==> config.mk <==
export PLATFORM = sky130hd
export DESIGN_NAME = id_ex_stage
export DESIGN_NICKNAME = d
export VERILOG_FILES = /design/src/rtl/riscv_pkg.sv /design/src/rtl/fwd_mux.sv /design/src/rtl/id_ex_stage.sv
export SDC_FILE = /design/constraint.sdc
export NUM_CORES = 1
export LEC_CHECK = 0
export BUFFER_PORTS_ARGS = -buffer_cell sky130_fd_sc_hd__buf_4
export CAP_MARGIN = 20
export CORE_ASPECT_RATIO = 1.75
export CORE_MARGIN = 5
export CORE_UTILIZATION = 50
export CTS_CLUSTER_DIAMETER = 40
export DETAILED_ROUTE_END_ITERATION = 10
export PLACE_DENSITY = 0.95
export SYNTH_ARGS = -nofsm -noshare
export SYNTH_HDL_FRONTEND = slang
export SYNTH_HIERARCHICAL = 1
export SYNTH_SLANG_ARGS = --single-unit
export TNS_END_PERCENT = 5
==> constraint.sdc <==
create_clock -name clk -period 3.69 [get_ports clk]
set_clock_uncertainty 0.15 [all_clocks]
set_input_delay 0.5535 -clock clk [delete_from_list [all_inputs] [get_ports clk]]
set_output_delay 0.5535 -clock clk [all_outputs]
set_load 0.02 [all_outputs]
==> src/rtl/riscv_pkg.sv <==
// Shared RV32 datapath widths, ALU opcode map and the ID/EX payload type.
package riscv_pkg;

  localparam int unsigned XLEN  = 32;
  localparam int unsigned REG_W = 5;
  localparam int unsigned ALU_W = 4;
  localparam int unsigned CNT_W = 16;

  localparam logic [ALU_W-1:0] ALU_ADD  = 4'b0000;
  localparam logic [ALU_W-1:0] ALU_SUB  = 4'b0001;
  localparam logic [ALU_W-1:0] ALU_AND  = 4'b0010;
  localparam logic [ALU_W-1:0] ALU_OR   = 4'b0011;
  localparam logic [ALU_W-1:0] ALU_XOR  = 4'b0100;
  localparam logic [ALU_W-1:0] ALU_SLL  = 4'b0101;
  localparam logic [ALU_W-1:0] ALU_SRL  = 4'b0110;
  localparam logic [ALU_W-1:0] ALU_SLT  = 4'b0111;
  localparam logic [ALU_W-1:0] ALU_SLTU = 4'b1000;
  localparam logic [ALU_W-1:0] ALU_PASB = 4'b1001;
  localparam logic [ALU_W-1:0] ALU_ASR  = 4'b1010;

  typedef struct packed {
    logic             illegal;
    logic             reg_write;
    logic [REG_W-1:0] rd_addr;
    logic [ALU_W-1:0] alu_ctrl;
    logic [XLEN-1:0]  b;
    logic [XLEN-1:0]  a;
  } ex_payload_t;

  // Codes above the highest defined opcode have no ALU meaning.
  function automatic logic alu_is_illegal(input logic [ALU_W-1:0] ctrl);
    return ctrl > ALU_ASR;
  endfunction

endpackage

==> src/rtl/fwd_mux.sv <==
// Operand bypass: EX/MEM result beats MEM/WB result beats register file; x0 never bypassed.
module fwd_mux
  import riscv_pkg::*;
(
  input  logic [REG_W-1:0] src_addr_i,
  input  logic [XLEN-1:0]  rf_data_i,
  input  logic             exm_wr_i,
  input  logic [REG_W-1:0] exm_rd_i,
  input  logic [XLEN-1:0]  exm_data_i,
  input  logic             mwb_wr_i,
  input  logic [REG_W-1:0] mwb_rd_i,
  input  logic [XLEN-1:0]  mwb_data_i,
  output logic [XLEN-1:0]  fwd_data_c_o
);

  logic src_nonzero;
  assign src_nonzero = (src_addr_i != REG_W'(0));

  always_comb begin
    fwd_data_c_o = rf_data_i;
    if (src_nonzero && exm_wr_i && (exm_rd_i == src_addr_i)) begin
      fwd_data_c_o = exm_data_i;
    end else if (src_nonzero && mwb_wr_i && (mwb_rd_i == src_addr_i)) begin
      fwd_data_c_o = mwb_data_i;
    end
  end

endmodule

==> src/rtl/id_ex_stage.sv <==
// ID/EX pipeline register: one-entry valid/ready slot with operand forwarding,
// illegal-opcode screening and an issue counter.
module id_ex_stage
  import riscv_pkg::*;
(
  input  logic             clk,
  input  logic             rst_n,
  input  logic             in_valid,
  output logic             in_ready,
  input  logic [XLEN-1:0]  in_rs1_data,
  input  logic [XLEN-1:0]  in_rs2_data,
  input  logic [REG_W-1:0] in_rs1_addr,
  input  logic [REG_W-1:0] in_rs2_addr,
  input  logic [REG_W-1:0] in_rd_addr,
  input  logic [XLEN-1:0]  in_imm,
  input  logic             in_use_imm,
  input  logic [ALU_W-1:0] in_alu_ctrl,
  input  logic             in_reg_write,
  input  logic             exm_wr,
  input  logic [REG_W-1:0] exm_rd,
  input  logic [XLEN-1:0]  exm_data,
  input  logic             mwb_wr,
  input  logic [REG_W-1:0] mwb_rd,
  input  logic [XLEN-1:0]  mwb_data,
  input  logic             flush,
  output logic             out_valid,
  input  logic             out_ready,
  output logic [XLEN-1:0]  out_a,
  output logic [XLEN-1:0]  out_b,
  output logic [ALU_W-1:0] out_alu_ctrl,
  output logic [REG_W-1:0] out_rd_addr,
  output logic             out_reg_write,
  output logic             out_illegal,
  output logic [CNT_W-1:0] issue_count
);

  logic             valid_q, valid_d;
  ex_payload_t      payload_q, payload_d;
  logic [CNT_W-1:0] count_q, count_d;
  logic [XLEN-1:0]  rs1_fwd, rs2_fwd;
  logic             capture;
  logic             illegal;

  fwd_mux u_fwd_rs1 (
    .src_addr_i   (in_rs1_addr),
    .rf_data_i    (in_rs1_data),
    .exm_wr_i     (exm_wr),
    .exm_rd_i     (exm_rd),
    .exm_data_i   (exm_data),
    .mwb_wr_i     (mwb_wr),
    .mwb_rd_i     (mwb_rd),
    .mwb_data_i   (mwb_data),
    .fwd_data_c_o (rs1_fwd)
  );

  fwd_mux u_fwd_rs2 (
    .src_addr_i   (in_rs2_addr),
    .rf_data_i    (in_rs2_data),
    .exm_wr_i     (exm_wr),
    .exm_rd_i     (exm_rd),
    .exm_data_i   (exm_data),
    .mwb_wr_i     (mwb_wr),
    .mwb_rd_i     (mwb_rd),
    .mwb_data_i   (mwb_data),
    .fwd_data_c_o (rs2_fwd)
  );

  assign in_ready = !valid_q || out_ready;
  assign capture  = in_valid && in_ready && !flush;
  assign illegal  = alu_is_illegal(in_alu_ctrl);

  // Flush dominates capture and drain; data may stay stale once invalidated.
  always_comb begin
    valid_d   = valid_q;
    payload_d = payload_q;
    count_d   = count_q;
    if (flush) begin
      valid_d = 1'b0;
    end else if (capture) begin
      valid_d             = 1'b1;
      payload_d.a         = rs1_fwd;
      payload_d.b         = in_use_imm ? in_imm : rs2_fwd;
      payload_d.alu_ctrl  = in_alu_ctrl;
      payload_d.rd_addr   = in_rd_addr;
      payload_d.reg_write = in_reg_write && !illegal;
      payload_d.illegal   = illegal;
      count_d             = count_q + CNT_W'(1);
    end else if (out_ready) begin
      valid_d = 1'b0;
    end
  end

  always_ff @(posedge clk or negedge rst_n) begin
    if (!rst_n) begin
      valid_q   <= 1'b0;
      payload_q <= '0;
      count_q   <= '0;
    end else begin
      valid_q   <= valid_d;
      payload_q <= payload_d;
      count_q   <= count_d;
    end
  end

  assign out_valid     = valid_q;
  assign out_a         = payload_q.a;
  assign out_b         = payload_q.b;
  assign out_alu_ctrl  = payload_q.alu_ctrl;
  assign out_rd_addr   = payload_q.rd_addr;
  assign out_reg_write = payload_q.reg_write;
  assign out_illegal   = payload_q.illegal;
  assign issue_count   = count_q;

endmodule

* Word-level counts from Yosys, hierarchy flattened
Index checks and enable logic that the tools add are counted.
** Storage, ports and cells
- Bits in registers :: 92
- Input port bits :: 198
- Output and inout bits :: 93
- Word-level logic and storage cells :: 42
** Cells by class
- Add/sub/neg operators :: 1
- Magnitude comparators :: 1
- Equality and inequality tests :: 4
- Muxes and demuxes :: 8
- Bitwise logic cells :: 1
- Reductions and logical operators :: 19
** Operator list (number)
- 2-to-1 mux 32 bit :: 5
- equality test 5 bit :: 4
- adder 16 x 1 -> 16 bit (second input constant) :: 1
- logical AND 1 bit :: 11
- nonzero test 5 bit :: 2
- > comparator 4 bit (second input constant) :: 1
- logical NOT 1 bit :: 3
- 2-to-1 mux 1 bit :: 3
- nonzero test 3 bit :: 1
- AND reduction 2 bit :: 1
- logical OR 1 bit :: 1
- NOT 1 bit :: 1

* Depth between registers and ports, before layout
- Word-level depth :: 6
- Gate-level depth with buffers :: 8
- Mapped depth without buffers :: 6

* Modules after synthesis
Netlist, hierarchy kept.
** Modules (own cells, without submodules)
- id_ex_stage :: instances 1, cells an instance 389, area each 3906.2 um^2, seq. area each 2302.2 um^2
- fwd_mux :: instances 2, cells an instance 169, area each 948.4 um^2, seq. area each 0.0 um^2

* Worst setup path after synthesis
No wires, ideal clock.
- Path type :: input to register
- Start point :: input in_rs2_addr[1]
- End point :: register payload_q, in the netlist out_b[10]
- Data arrival time :: 1.941 ns
- Data required time :: 3.407 ns
- Setup slack :: 1.466 ns
- Stages :: 8
- Buffers on the path :: 2
- Cell sequence :: or4_4 o211ai_2 or2_1 buf_2 buf_4 a31oi_1 mux2i_1 o21ai_0
** On the way
- Longest elaborated chain between the ends :: 6
- Elaborated cells on any way between the ends :: 10
** Ends and longest elaborated chain
- start, declared :: line id_ex_stage.sv:13 : input logic [REG_W-1:0] in_rs2_addr,
- nonzero test 5 bit :: line fwd_mux.sv:17 : assign src_nonzero = (src_addr_i != REG_W'(0));
- logical AND 1 bit (2 in series) :: line fwd_mux.sv:23 : end else if (src_nonzero && mwb_wr_i && (mwb_rd_i == src_addr_i)) begin
- 2-to-1 mux 32 bit :: line fwd_mux.sv:23
- 2-to-1 mux 32 bit (*) :: line fwd_mux.sv:21 : if (src_nonzero && exm_wr_i && (exm_rd_i == src_addr_i)) begin
- named net rs2_fwd[10] :: line id_ex_stage.sv:40 : logic [XLEN-1:0] rs1_fwd, rs2_fwd;
- 2-to-1 mux 32 bit (*) :: line id_ex_stage.sv:82 : payload_d.b = in_use_imm ? in_imm : rs2_fwd;
- end signal, assigned :: line id_ex_stage.sv:100 : payload_q <= payload_d;
- end, declared :: line id_ex_stage.sv:38 : ex_payload_t payload_q, payload_d;
The timed path passes the listed nets; every way through them passes the cells marked *.
A chain may end at the register's enable or synchronous reset.

* Worst setup path after layout
- Start point :: input in_rs1_addr[1]
- End point :: register payload_q, in the netlist out_a[25]
** On the way
- Longest elaborated chain between the ends :: 5
- Elaborated cells on any way between the ends :: 9
** Ends and longest elaborated chain
- start, declared :: line id_ex_stage.sv:12 : input logic [REG_W-1:0] in_rs1_addr,
- nonzero test 5 bit :: line fwd_mux.sv:17
- logical AND 1 bit (2 in series) :: line fwd_mux.sv:23
- 2-to-1 mux 32 bit :: line fwd_mux.sv:23
- 2-to-1 mux 32 bit (*) :: line fwd_mux.sv:21
- named net rs1_fwd[25] :: line id_ex_stage.sv:40
Marks and branches as above.

==> flow_metrics.tcl <==
set metrics [dict create \
    synthToLayoutAreaGrowth_pct 43.23 \
    clk_pin_slew_ps 70 \
    internal_power_mw 2.208 \
    ys_warn_count 6 \
    cts-buffers-inserted 9 \
    grtUsageTotal_pct 33.95 \
    grt_overflow_total 0 \
    cellPowerDensity_nw_per_um2 413.1 \
    hold_viol_final 0 \
    routedWlPerCell_um 21.85 \
    ys_types 30 \
    pwr-share-seq_pct 37.3 \
    synthTopCellsByCount "nand2_1, dfrtp_1, o21ai_0" \
    synth_area_leaders "dfrtp_1, nand2_1, a31oi_1, o21ai_0, nand3_1" \
    placementRows 52 \
    clock_sinks 92 \
    outcome "complete, no violations" \
    hold_buffers 0 \
    postCtsSetupBuffers 0 \
    synth_edf_count 0 \
    p_total_mw 3.433 \
    ant_nets 0 \
    drtIter0Drc 911 \
    crit_arrival_ps 2640 \
    portBuffers 290 \
    rrSetupSlack_ps 1750 \
    cts_root_buffer "clkbuf_16" \
    cts_resized 0 \
    antenna_found_initial 0 \
    syn_inst 727 \
    ys_async_sr_fraction_pct 100.0 \
    comb_power_share_pct 34.5 \
    drtPass1Iterations 8 \
    dieWidth_um 91.44 \
    core_area_sq_um 11450 \
    ir_worst_vdd_mv 0.3277 \
    grt_pass1_vias 7019 \
    dieArea_sq_um 13950 \
    p_sw_mw 1.226 \
    drive_gt1_share_pct 34.21 \
    p_leak_nw 3.931 \
    syn_nets 926 \
    slew_headroom_pct 48.52 \
    pwr-share-clk_pct 28.2 \
    io_pins 291 \
    tns_ps 0 \
    syn-mean-instance-area_sq_um 7.982 \
    cts_tree "built" \
    rsz0062_at_grt "false" \
    fin_area_sq_um 8312 \
    synth_seq_area_share_pct 39.67 \
    gp_congestion 0.9585 \
    path_max_fanout 20 \
    period_share_pct 68.18 \
    grt_pass1_wl_mm 37.83 \
    start_util_pct 50.68 \
    max_cap_viol_count 0 \
    synth_flop_cell "dfrtp_1" \
    nNetsFinal 1179 \
    cp-start-kind "input port" \
    synth_top_area_share_pct 39.67 \
    fmaxAchievable_mhz 397.5 \
    p_sw_share_pct 35.70 \
    post-synth-top-count-cell "nand2_1" \
    setup_viol 0 \
    endpoint_kind "register" \
    wirelength_mm 24.48 \
    grt_max_degree 60 \
    placedInstanceArea_sq_um 7950 \
    hold_path_class "input port to async pin" \
    vias_per_cell 6.256 \
    worstPathRequired_ps 3820 \
    dp_hpwl_mm 18.10 \
    synthesis.area_sq_um 5803 \
    slew_viol_final 0 \
    dr_total_vias 7007 \
    min_period_ps 2516 \
    drc_errors 0 \
    diodes 0 \
    h-tree-depth 3 \
    worst_pin_slew_ps 772.2 \
    fp.dieH_um 152.5 \
    path_class "input port to register" \
    yosys_register_bits 92 \
    yosysTopAreaCell "dfrtp_1" \
    clk_latency_ps 340 \
    clockBufferDepth 2 \
]
## worst paths after layout
path / start / endpoint / depth (start not counted)
max: in_rs1_addr[1] / out_a[25] / 8
min: rst_n / out_a[23] / 1
max reg2reg: out_valid / out_b[22] / 5
min reg2reg: out_a[30] / out_a[30] / 2
max in group asynchronous: rst_n / out_b[8] / 2
min in group clk: flush / out_valid / 2
## registers in the layout (all words and copies together) (netlist names)
signal and count:
out_reg_write 1, out_a 32, issue_count 16, out_alu_ctrl 4
out_rd_addr 5, out_valid 1, out_b 32, out_illegal 1
## power groups by stage
| stage | clock network [mW] | logic, mW | registers [mW] |
|---|---|---|---|
| after floorplan | 0 | 0.361 | 1.48 |
| after global placement | 0 | 1.14 | 1.29 |
| final | 0.969 | 1.18 | 1.28 |
| after CTS | 0.971 | 1.17 | 1.28 |
| after global routing | 1.02 | 1.25 | 1.30 |
| after detailed placement | 0 | 1.16 | 1.30 |
## cell families (layout without fill, tap and decap cells)
logic type,Yosys count,after routing,share of synthesized area (%)
XOR/XNOR,35,35,5.283
AO/OA/AOI/OAI,168,168,16.60
multiplexers,32,32,5.520
flip-flops,92,92,39.67
buffers and inverters,68,326,6.512
adder cells (fa/ha/maj),1,1,0.2156
AND/OR/NAND/NOR,331,331,26.20
## final cells by class
type / instances / area (sq um)
Timing Repair Buffer: 309 / 2385
Tap cell: 135 / 168.9
Clock buffer: 9 / 225.2
Multi-Input combinational cell: 567 / 3146
Sequential cell: 92 / 2302
Inverter: 1 / 3.754
Clock inverter: 7 / 81.33
Fill cell: 901 / 3139
## critical path: stages
cell      delay, ps
buf_4           120
or4_4           570
o211ai_2        530
buf_4           370
o21ai_0         140
a31oi_1         180
nand2_1          70
nand2_1         100
## cell usage in the layout (no fill, tap or decap)
| cell type | netlist | final |
|---|---|---|
| clkinvlp_4 | 0 | 3 |
| nand4_1 | 9 | 9 |
| and3_1 | 2 | 2 |
| nor3_4 | 1 | 1 |
| inv_8 | 0 | 1 |
| xnor2_1 | 34 | 34 |
| xor2_1 | 1 | 1 |
| nand3_1 | 72 | 72 |
| a21o_1 | 1 | 1 |
| o211ai_4 | 0 | 2 |
| and4_1 | 3 | 3 |
| or2_1 | 2 | 2 |
| inv_6 | 0 | 2 |
| nor2b_4 | 1 | 1 |
| nand2b_4 | 2 | 2 |
| o21ai_1 | 23 | 23 |
| o211a_1 | 2 | 2 |
| inv_2 | 1 | 1 |
| buf_4 | 8 | 305 |
| a31oi_1 | 64 | 64 |
| nand2_1 | 167 | 167 |
| mux2i_1 | 32 | 32 |
| nor3_1 | 64 | 64 |
| o21ai_0 | 74 | 74 |
| o211ai_2 | 4 | 2 |
| buf_16 | 0 | 2 |
| buf_12 | 0 | 2 |
| bufinv_16 | 0 | 1 |
| or4_4 | 2 | 2 |
| ha_1 | 1 | 1 |
| clkbuf_16 | 0 | 9 |
| nor2_1 | 5 | 5 |
| dfrtp_1 | 92 | 92 |
| nor2_4 | 0 | 1 |
## per-layer routing
layer / up-vias / global-route usage [%] / wire, um
met1: 3209 / 40.52 / 7865
met2: 594 / 55.79 / 12240
met5: - / 0 / 0
met4: 0 / 19.79 / 1578
li1: 3081 / - / -
met3: 123 / 6.818 / 2792
## stage by stage
stage / setup slack (ps) / std cells / util [%] / hold slack [ps]
after CTS: 1154 / 1118 / 72.10 / 147.6
after detailed placement: 793.0 / 1102 / 69.43 / 313.0
after global routing: 1111 / 1120 / 72.59 / 182.2
after floorplan: 1466 / 727 / - / 107.9
after global placement: 863.0 / 1102 / 69.43 / 306.9
final: 1174 / 1120 / 72.59 / 130.0
No activity file was read; power rests on OpenSTA's default activity.
